$ cat src/rtl/button_event_ctrl.sv
// Per-button press/release/auto-repeat event generator. Each button has one pending slot, and a round-robin arbiter feeds a single output register.
// Auto-repeat timing is built only when the macro BTN_REPEAT_EN is defined.
module button_event_ctrl #(
  parameter int NUM_BTN    = 4,
  parameter int HOLD_CYC   = 25000000,
  parameter int REPEAT_CYC = 5000000
) (
  input  logic                       clk,
  input  logic                       rst,
  input  logic [NUM_BTN-1:0]         btn_db,
  input  logic                       evt_ready,
  input  logic                       ovf_clr,
  output logic                       evt_valid,
  output logic [$clog2(NUM_BTN)-1:0] evt_btn,
  output logic [1:0]                 evt_type,
  output logic                       evt_overflow
);

  localparam int IDX_W = $clog2(NUM_BTN);
  localparam int CW    = IDX_W + 1;
  localparam logic [1:0] EVT_PRESS   = 2'b01;
  localparam logic [1:0] EVT_RELEASE = 2'b10;

  typedef enum logic [1:0] {IDLE, PRESSED, REPEATING} state_t;

  logic [NUM_BTN-1:0] btn_q;
  state_t             state_r   [NUM_BTN];
  state_t             state_n   [NUM_BTN];
  logic [NUM_BTN-1:0] post;
  logic [1:0]         post_type [NUM_BTN];
  logic [NUM_BTN-1:0] slot_valid;
  logic [1:0]         slot_type [NUM_BTN];
  logic [NUM_BTN-1:0] lost;
  logic [IDX_W-1:0]   rr_ptr;
  logic [IDX_W-1:0]   grant_idx;
  logic [CW-1:0]      cand;
  logic               grant_any;
  logic               load;
  logic               take;

`ifdef BTN_REPEAT_EN
  localparam int MAX_CYC = (HOLD_CYC > REPEAT_CYC) ? HOLD_CYC : REPEAT_CYC;
  localparam int TMR_W   = $clog2(MAX_CYC);
  localparam logic [TMR_W-1:0] HOLD_LAST   = TMR_W'(HOLD_CYC - 1);
  localparam logic [TMR_W-1:0] REPEAT_LAST = TMR_W'(REPEAT_CYC - 1);
  localparam logic [1:0]       EVT_REPEAT  = 2'b11;

  logic [TMR_W-1:0] timer_r [NUM_BTN];
  logic [TMR_W-1:0] timer_n [NUM_BTN];
`endif

  // Release wins over a timer expiry landing in the same cycle.
  always_comb begin
    for (int i = 0; i < NUM_BTN; i++) begin
      state_n[i]   = state_r[i];
      post[i]      = 1'b0;
      post_type[i] = 2'b00;
`ifdef BTN_REPEAT_EN
      timer_n[i]   = timer_r[i];
`endif
      case (state_r[i])
        IDLE: begin
          if (btn_db[i] && !btn_q[i]) begin
            state_n[i]   = PRESSED;
            post[i]      = 1'b1;
            post_type[i] = EVT_PRESS;
`ifdef BTN_REPEAT_EN
            timer_n[i]   = '0;
`endif
          end
        end
        PRESSED, REPEATING: begin
          if (!btn_db[i] && btn_q[i]) begin
            state_n[i]   = IDLE;
            post[i]      = 1'b1;
            post_type[i] = EVT_RELEASE;
`ifdef BTN_REPEAT_EN
            timer_n[i]   = '0;
          end else if ((state_r[i] == PRESSED   && timer_r[i] == HOLD_LAST) ||
                       (state_r[i] == REPEATING && timer_r[i] == REPEAT_LAST)) begin
            state_n[i]   = REPEATING;
            post[i]      = 1'b1;
            post_type[i] = EVT_REPEAT;
            timer_n[i]   = '0;
          end else begin
            timer_n[i]   = timer_r[i] + 1'b1;
`endif
          end
        end
        default: state_n[i] = IDLE;
      endcase
    end
  end

  always_comb begin
    grant_any = 1'b0;
    grant_idx = '0;
    cand      = '0;
    for (int k = 0; k < NUM_BTN; k++) begin
      cand = {1'b0, rr_ptr} + CW'(k);
      if (cand >= CW'(NUM_BTN)) cand = cand - CW'(NUM_BTN);
      if (!grant_any && slot_valid[cand[IDX_W-1:0]]) begin
        grant_any = 1'b1;
        grant_idx = cand[IDX_W-1:0];
      end
    end
  end

  assign load = !evt_valid || evt_ready;
  assign take = load && grant_any;

  // A slot emptied by this cycle's grant accepts a new event without loss.
  always_comb begin
    for (int i = 0; i < NUM_BTN; i++) begin
      lost[i] = post[i] && slot_valid[i] && !(take && grant_idx == IDX_W'(i));
    end
  end

  always_ff @(posedge clk or posedge rst) begin
    if (rst) begin
      btn_q        <= '0;
      slot_valid   <= '0;
      rr_ptr       <= '0;
      evt_valid    <= 1'b0;
      evt_btn      <= '0;
      evt_type     <= 2'b00;
      evt_overflow <= 1'b0;
      for (int i = 0; i < NUM_BTN; i++) begin
        state_r[i]   <= IDLE;
        slot_type[i] <= 2'b00;
`ifdef BTN_REPEAT_EN
        timer_r[i]   <= '0;
`endif
      end
    end else begin
      btn_q <= btn_db;
      for (int i = 0; i < NUM_BTN; i++) begin
        state_r[i] <= state_n[i];
`ifdef BTN_REPEAT_EN
        timer_r[i] <= timer_n[i];
`endif
        if (post[i]) begin
          slot_valid[i] <= 1'b1;
          slot_type[i]  <= post_type[i];
        end else if (take && grant_idx == IDX_W'(i)) begin
          slot_valid[i] <= 1'b0;
        end
      end
      if (take) begin
        evt_valid <= 1'b1;
        evt_btn   <= grant_idx;
        evt_type  <= slot_type[grant_idx];
        rr_ptr    <= (grant_idx == IDX_W'(NUM_BTN - 1)) ? '0 : grant_idx + 1'b1;
      end else if (load) begin
        evt_valid <= 1'b0;
      end
      if (|lost) evt_overflow <= 1'b1;
      else if (ovf_clr) evt_overflow <= 1'b0;
    end
  end

endmodule

$ cat config.mk
export PLATFORM = sky130hd
export DESIGN_NAME = button_event_ctrl
export DESIGN_NICKNAME = d
export VERILOG_FILES = /design/src/rtl/button_event_ctrl.sv
export SDC_FILE = /design/constraint.sdc
export NUM_CORES = 1
export LEC_CHECK = 0
export ABC_AREA = 1
export BUFFER_PORTS_ARGS = -buffer_cell sky130_fd_sc_hd__buf_2
export CELL_PAD_IN_SITES_DETAIL_PLACEMENT = 1
export CELL_PAD_IN_SITES_GLOBAL_PLACEMENT = 1
export CORE_MARGIN = 2
export CORE_UTILIZATION = 42
export DETAILED_ROUTE_END_ITERATION = 8
export MAX_ROUTING_LAYER = met4
export PLACE_DENSITY_LB_ADDON = 0.2
export SYNTH_ARGS = -nofsm -noshare
export SYNTH_HDL_FRONTEND = slang
export SYNTH_SLANG_ARGS = --single-unit
$ cat constraint.sdc
create_clock -name clk -period 2.1 [get_ports clk]
set_input_delay 0.21 -clock clk [delete_from_list [all_inputs] [get_ports clk]]
set_output_delay 0.21 -clock clk [all_outputs]
set_load 0.01 [all_outputs]
==> results of run 1 <==
## report_power, final
group	switching, W	leakage [nW]	internal (W)
Sequential	0.000187	0.323	0.000782
Combinational	0.00128	0.642	0.000645
Clock	0.000141	0.0138	0.0000670
## cells in the final DEF (no fill, tap or decap), types with 4 or more instances in the layout
cell type / n
nand2_1: 100
dfrtp_1: 27
inv_1: 22
nor2_1: 16
buf_2: 13
nand3_2: 6
o21ai_0: 6
nand3_1: 5
nand4_1: 5
nand2_2: 4
## final timing paths
check	start	slack (ns)	to
max	rr_ptr[0]	0.18	evt_overflow
min	btn_db[3]	0.02	btn_q[3]
max reg2reg	rr_ptr[0]	0.18	evt_overflow
min reg2reg	evt_type[1]	0.49	evt_type[1]
max in group asynchronous	rst	1.33	rr_ptr[0]
min in group asynchronous	rst	0.49	btn_q[2]
## sequential cells by signal, indices dropped and copies added (netlist names)
signal	count
evt_btn	2
slot_valid	4
slot_type	8
evt_valid	1
btn_q	4
rr_ptr	2
state_r	4
evt_type	2
evt_overflow	1
## cells by family (layout without fill, tap and decap cells)
| family | Yosys count | in the layout | synth area share [%] |
|---|---|---|---|
| AOI/OAI and AO/OA | 9 | 9 | 3.417 |
| DFF | 28 | 28 | 46.67 |
| and+or+nand+nor | 141 | 141 | 42.00 |
| buffers and inverters | 27 | 47 | 7.917 |
## through the flow
stage | hold slack (ns) | util [%] | instance area (µm²) | std cells | setup slack, ns
after floorplan | 0.2414 | - | 1501 | 205 | 0.4798
after CTS | 0.003961 | 48.98 | 1660 | 269 | 0.06103
after global placement | 0.2828 | 48.03 | 1628 | 265 | 0.1847
after detailed placement | 0.2956 | 48.03 | 1628 | 265 | 0.08215
after global routing | 0.005246 | 50.02 | 1695 | 271 | 0.009776
final | 0.02111 | 50.02 | 1695 | 271 | 0.1777
## final cells by class
class	count	area [µm²]
timing repair buffer	18	107.6
fill	453	1694
sequential	28	701.9
tap	46	57.56
clock buffer	3	22.52
inverter	26	107.6
multi-input combinational	150	698.2
## what timing repair did
item	in CTS	in global routing
setup endpoints to repair	0	3
hold endpoints to repair	28	1
setup buffers	0	1
resized for setup	0	4
hold buffers	1	1
## worst max-delay path: cells and delay by family (launching register included)
family / cells / cell delay, ns
buffers and inverters: 2 / 0.21
flip-flops: 1 / 0.51
AND/OR/NAND/NOR: 11 / 1.11
## layer usage
metal | part of all wire, % | vias up
met1 | 44 | 651
met5 | 0 | -
met2 | 52 | 13
met4 | 2.2 | 0
met3 | 1.6 | 6
li1 | - | 671
==> metrics.cfg, run 1 <==
[outcome]
status = completed

[clocking]
numClockSinks = 28
htree_levels = 1
path_clk_slew_ns = 0.13
cts-buffers-inserted = 3
cts_root_buf = clkbuf_4
clk_latency_ns = 0.31
cts_tree = yes
cts_buffer_depth = 2

[synthesis]
ys_types = 20
synth_area_per_cell_um2 = 7.324
synthCells = 205
synthTopCellsByArea = dfrtp_1 47%, nand2_1 25%, inv_1 5.5%
dominantRegCellSynth = dfrtp_1
syn-cell-area_um2 = 1501
synth_seq_cells = 28
synth_top_cell_by_area = dfrtp_1
ys_seq_area_share_pct = 46.67
synth_common_cells = 100 x nand2_1, 28 x dfrtp_1, 22 x inv_1
synth_edf_count = 0
yosys_warnings = 0
yosysMostFrequentCell = nand2_1
syn_nets = 213
ys_async_sr_fraction_pct = 100.0
synth_top_area_share_pct = 46.67

[power]
cellPowerDensity_nw_per_um2 = 1832
p_leak_nw = 0.9792
ir_drop_mv = 0.5558
p_total_w = 0.003106

[critical_path]
cp-start-kind = flip-flop
cp_cell_sequence = buf_4 -> nand2_1 -> nand2_1 -> nand2_1 -> nand2_1 -> nor2_2 -> nand3_4 -> nand3_4 -> nand3_2 -> nand2_1 -> inv_1 -> nor2_1 -> nand2_1
crit_slowest_cell = dfrtp_2
path_class = reg -> reg
crit_path_end_kind = flip-flop
cp.arrival_ns = 2.14
cp.required_ns = 2.32
cpMostUsedCell = nand2_1
rr_worst_depth = 13
max_stage_delay_ns = 0.51
path_max_fanout = 8

[sta]
finalHoldViolCount = 0
finalClockSkew_ns = 0.0009852
worstMarginPinSlew_ns = 0.3564
fin_crit_ns = 1.922
max_freq_mhz = 520.2
slew_viol_final = 0
rsz0062_at_grt = false
post-route-period-util_pct = 91.54
max-slew-margin-rel_pct = 76.24
setup_viol = 0
fin_tns_setup_ns = 0

[global_route]
grt_max_degree = 29
antenna_found_initial = 0
grt_pass1_vias = 1451
top_usage_layer = met2
grt_usage_pct = 21.03
met1_usage_pct = 26.46
use_met3_pct = 1.937
use_met2_pct = 35.29
grt_pass1_wl_um = 6534
grt_overflow_total = 0

[routing]
vias = 1341
drtAntennaViolNets = 0
drc = 0
via_per_inst = 4.948
drt-total-wl_um = 3749
avgRoutedWirePerCell_um = 13.83
dr.pass1.iters = 4
drtIter0Drc = 41

[worst_hold_path]
whs_path_depth = 1
hold_path.class = in -> reg

[final_layout]
area_delta_synth_final_pct = 12.92
final_nets = 235
n_antenna_cell = 0
layout-drive-gt1-share_pct = 17.78

[place]
numPortBuffers = 13
dp_hpwl_um = 2985
place.gp.congestion = 0.9015

[floorplan]
io_pins = 14
dieHeight_um = 63.79
core-area_um2 = 3390
rows = 21
start_util_pct = 44.30
die_x_um = 63.79
dieArea_um2 = 4069

[job]
max-cap-violations = 0

Note: power is estimated with default switching activity, not from simulation.
==> run 2: changes to the inputs <==
--- a/config.mk
+++ b/config.mk
@@ -14,6 +14,7 @@
 export DETAILED_ROUTE_END_ITERATION = 8
 export MAX_ROUTING_LAYER = met4
 export PLACE_DENSITY_LB_ADDON = 0.2
+export RECOVER_POWER = 25
 export SYNTH_ARGS = -nofsm -noshare
 export SYNTH_HDL_FRONTEND = slang
 export SYNTH_SLANG_ARGS = --single-unit
==> run 2 against run 1 <==
Sequential share of layout area is 0.18 points higher. Combinational power hardly changed. Sequential power hardly changed. Worst hold slack better by 0.0030 ns. Die area stayed put. Critical path depth stayed put. Flip-flop and latch count stayed put. Clock skew hardly changed. First-iteration DRC count stayed put. Fmax hardly changed. Critical endpoint unchanged. Largest cell class unchanged.
==> metrics.cfg, run 2 (synthesis gave the netlist of run 1 again) <==
[outcome]
status = completed

[place]
dp_hpwl_um = 2985
numPortBuffers = 13
place.gp.congestion = 0.9015

[sta]
max-slew-margin-rel_pct = 53.39
fin_tns_setup_ns = 0
setup_viol = 0
finalHoldViolCount = 0
slew_viol_final = 0
max_freq_mhz = 520.2
rsz0062_at_grt = false
worstMarginPinSlew_ns = 0.6992
post-route-period-util_pct = 91.54
fin_crit_ns = 1.922
finalClockSkew_ns = 0.0008880
hold_ws_ns = 0.02407

[routing]
wl_met2_um = 1951
highest-signal-layer = met4
drtAntennaViolNets = 0
drt-total-wl_um = 3743
via_per_inst = 4.937
met1Wirelength_um = 1642
avgRoutedWirePerCell_um = 13.81
drc = 0
dr.pass1.iters = 4
vias = 1338
routed-wl-met3_um = 64
drtIter0Drc = 41

[critical_path]
crit_path_end_kind = flip-flop
path_max_fanout = 8
crit_slowest_cell = dfrtp_2
rrSetupSlack_ns = 0.18
cp.arrival_ns = 2.14
cp_cell_sequence = buf_4 -> nand2_1 -> nand2_1 -> nand2_1 -> nand2_1 -> nor2_2 -> nand3_4 -> nand3_4 -> nand3_2 -> nand2_1 -> inv_1 -> nor2_1 -> nand2_1
cp.required_ns = 2.32
crit_family = simple AND/OR/NAND/NOR gates
cpMostUsedCell = nand2_1
path_buf_inv = 2
cp-start-kind = flip-flop
path_class = reg -> reg
max_stage_delay_ns = 0.51

[floorplan]
die_x_um = 63.79
core-area_um2 = 3390
rows = 21
io_pins = 14
dieHeight_um = 63.79
dieArea_um2 = 4069
start_util_pct = 44.30

[clocking]
htree_levels = 1
clk_latency_ns = 0.31
path_clk_slew_ns = 0.13
cts_buffer_depth = 2
cts_root_buf = clkbuf_4
cts_tree = yes
cts-buffers-inserted = 3
numClockSinks = 28

[global_route]
grt_overflow_total = 0
grt_max_degree = 29
grt_pass1_vias = 1451
grt_usage_pct = 21.03
antenna_found_initial = 0
grt_pass1_wl_um = 6534

[final_layout]
final_cell_mix = 100 x nand2_1, 27 x dfrtp_1, 22 x inv_1, 16 x nor2_1, 9 x buf_2
n_antenna_cell = 0
layout-drive-gt1-share_pct = 16.00
final_common_cell = nand2_1
final_nets = 235
largest_reg_flops = 8
area_delta_synth_final_pct = 12.42
top_register = slot_type

[worst_hold_path]
hold_path.class = in -> reg

[job]
max-cap-violations = 0

[power]
p_leak_nw = 0.9675
ir_drop_mv = 0.5544
p_total_w = 0.003104
cellPowerDensity_nw_per_um2 = 1839

run 2: changes by cell type in the layout (fill, tap and decap cells not counted):
cell,previous run,this run
buf_2,13,9
buf_4,3,2
clkbuf_1,0,4
clkbuf_2,0,1
run 2: area by class of cell:
| type | instances | area, µm² |
|---|---|---|
| sequential | 28 | 701.9 |
| multi-input combinational | 150 | 698.2 |
| inverter | 26 | 107.6 |
| timing repair buffer | 18 | 100.1 |
| clock buffer | 3 | 22.52 |
| tap | 46 | 57.56 |
| fill | 457 | 1702 |
run 2: power by group:
group | internal [W] | switching (W)
sequential | 0.000782 | 0.000187
clock | 0.0000670 | 0.000141
combinational | 0.000644 | 0.00128
run 2: layer usage:
layer,GRT usage [%],up-vias
met5,-,-
met4,7.880,0
met3,1.937,6
met2,35.29,15
met1,26.46,646
li1,-,671
run 2: path summary, 6_finish.rpt:
path / from / endpoint / cells after the start
setup / recovery: rr_ptr[0] / evt_overflow / 13
hold / removal: btn_db[3] / btn_q[3] / 1
setup reg to reg: rr_ptr[0] / evt_overflow / 13
hold reg to reg: evt_type[1] / evt_type[1] / 2
max in group asynchronous: rst / rr_ptr[0] / 4
min in group asynchronous: rst / btn_q[2] / 4
run 2: stage by stage:
step / std cells / util [%] / area, µm² / setup WS [ns]
5_1_grt: 271 / 49.80 / 1688 / 0.009776
4_1_cts: 269 / 48.98 / 1660 / 0.06103
6_report: 271 / 49.80 / 1688 / 0.1776
3_3_place_gp: 265 / 48.03 / 1628 / 0.1847
2_1_floorplan: 205 / - / 1501 / 0.4798
3_5_place_dp: 265 / 48.03 / 1628 / 0.08215
run 2: what timing repair did:
item | 4_1_cts | 5_1_grt
endpoints found under the setup margin | 0 | 3
resized for setup | 0 | 4
hold endpoints to repair | 28 | 1
setup buffers | 0 | 1
hold buffers | 1 | 1
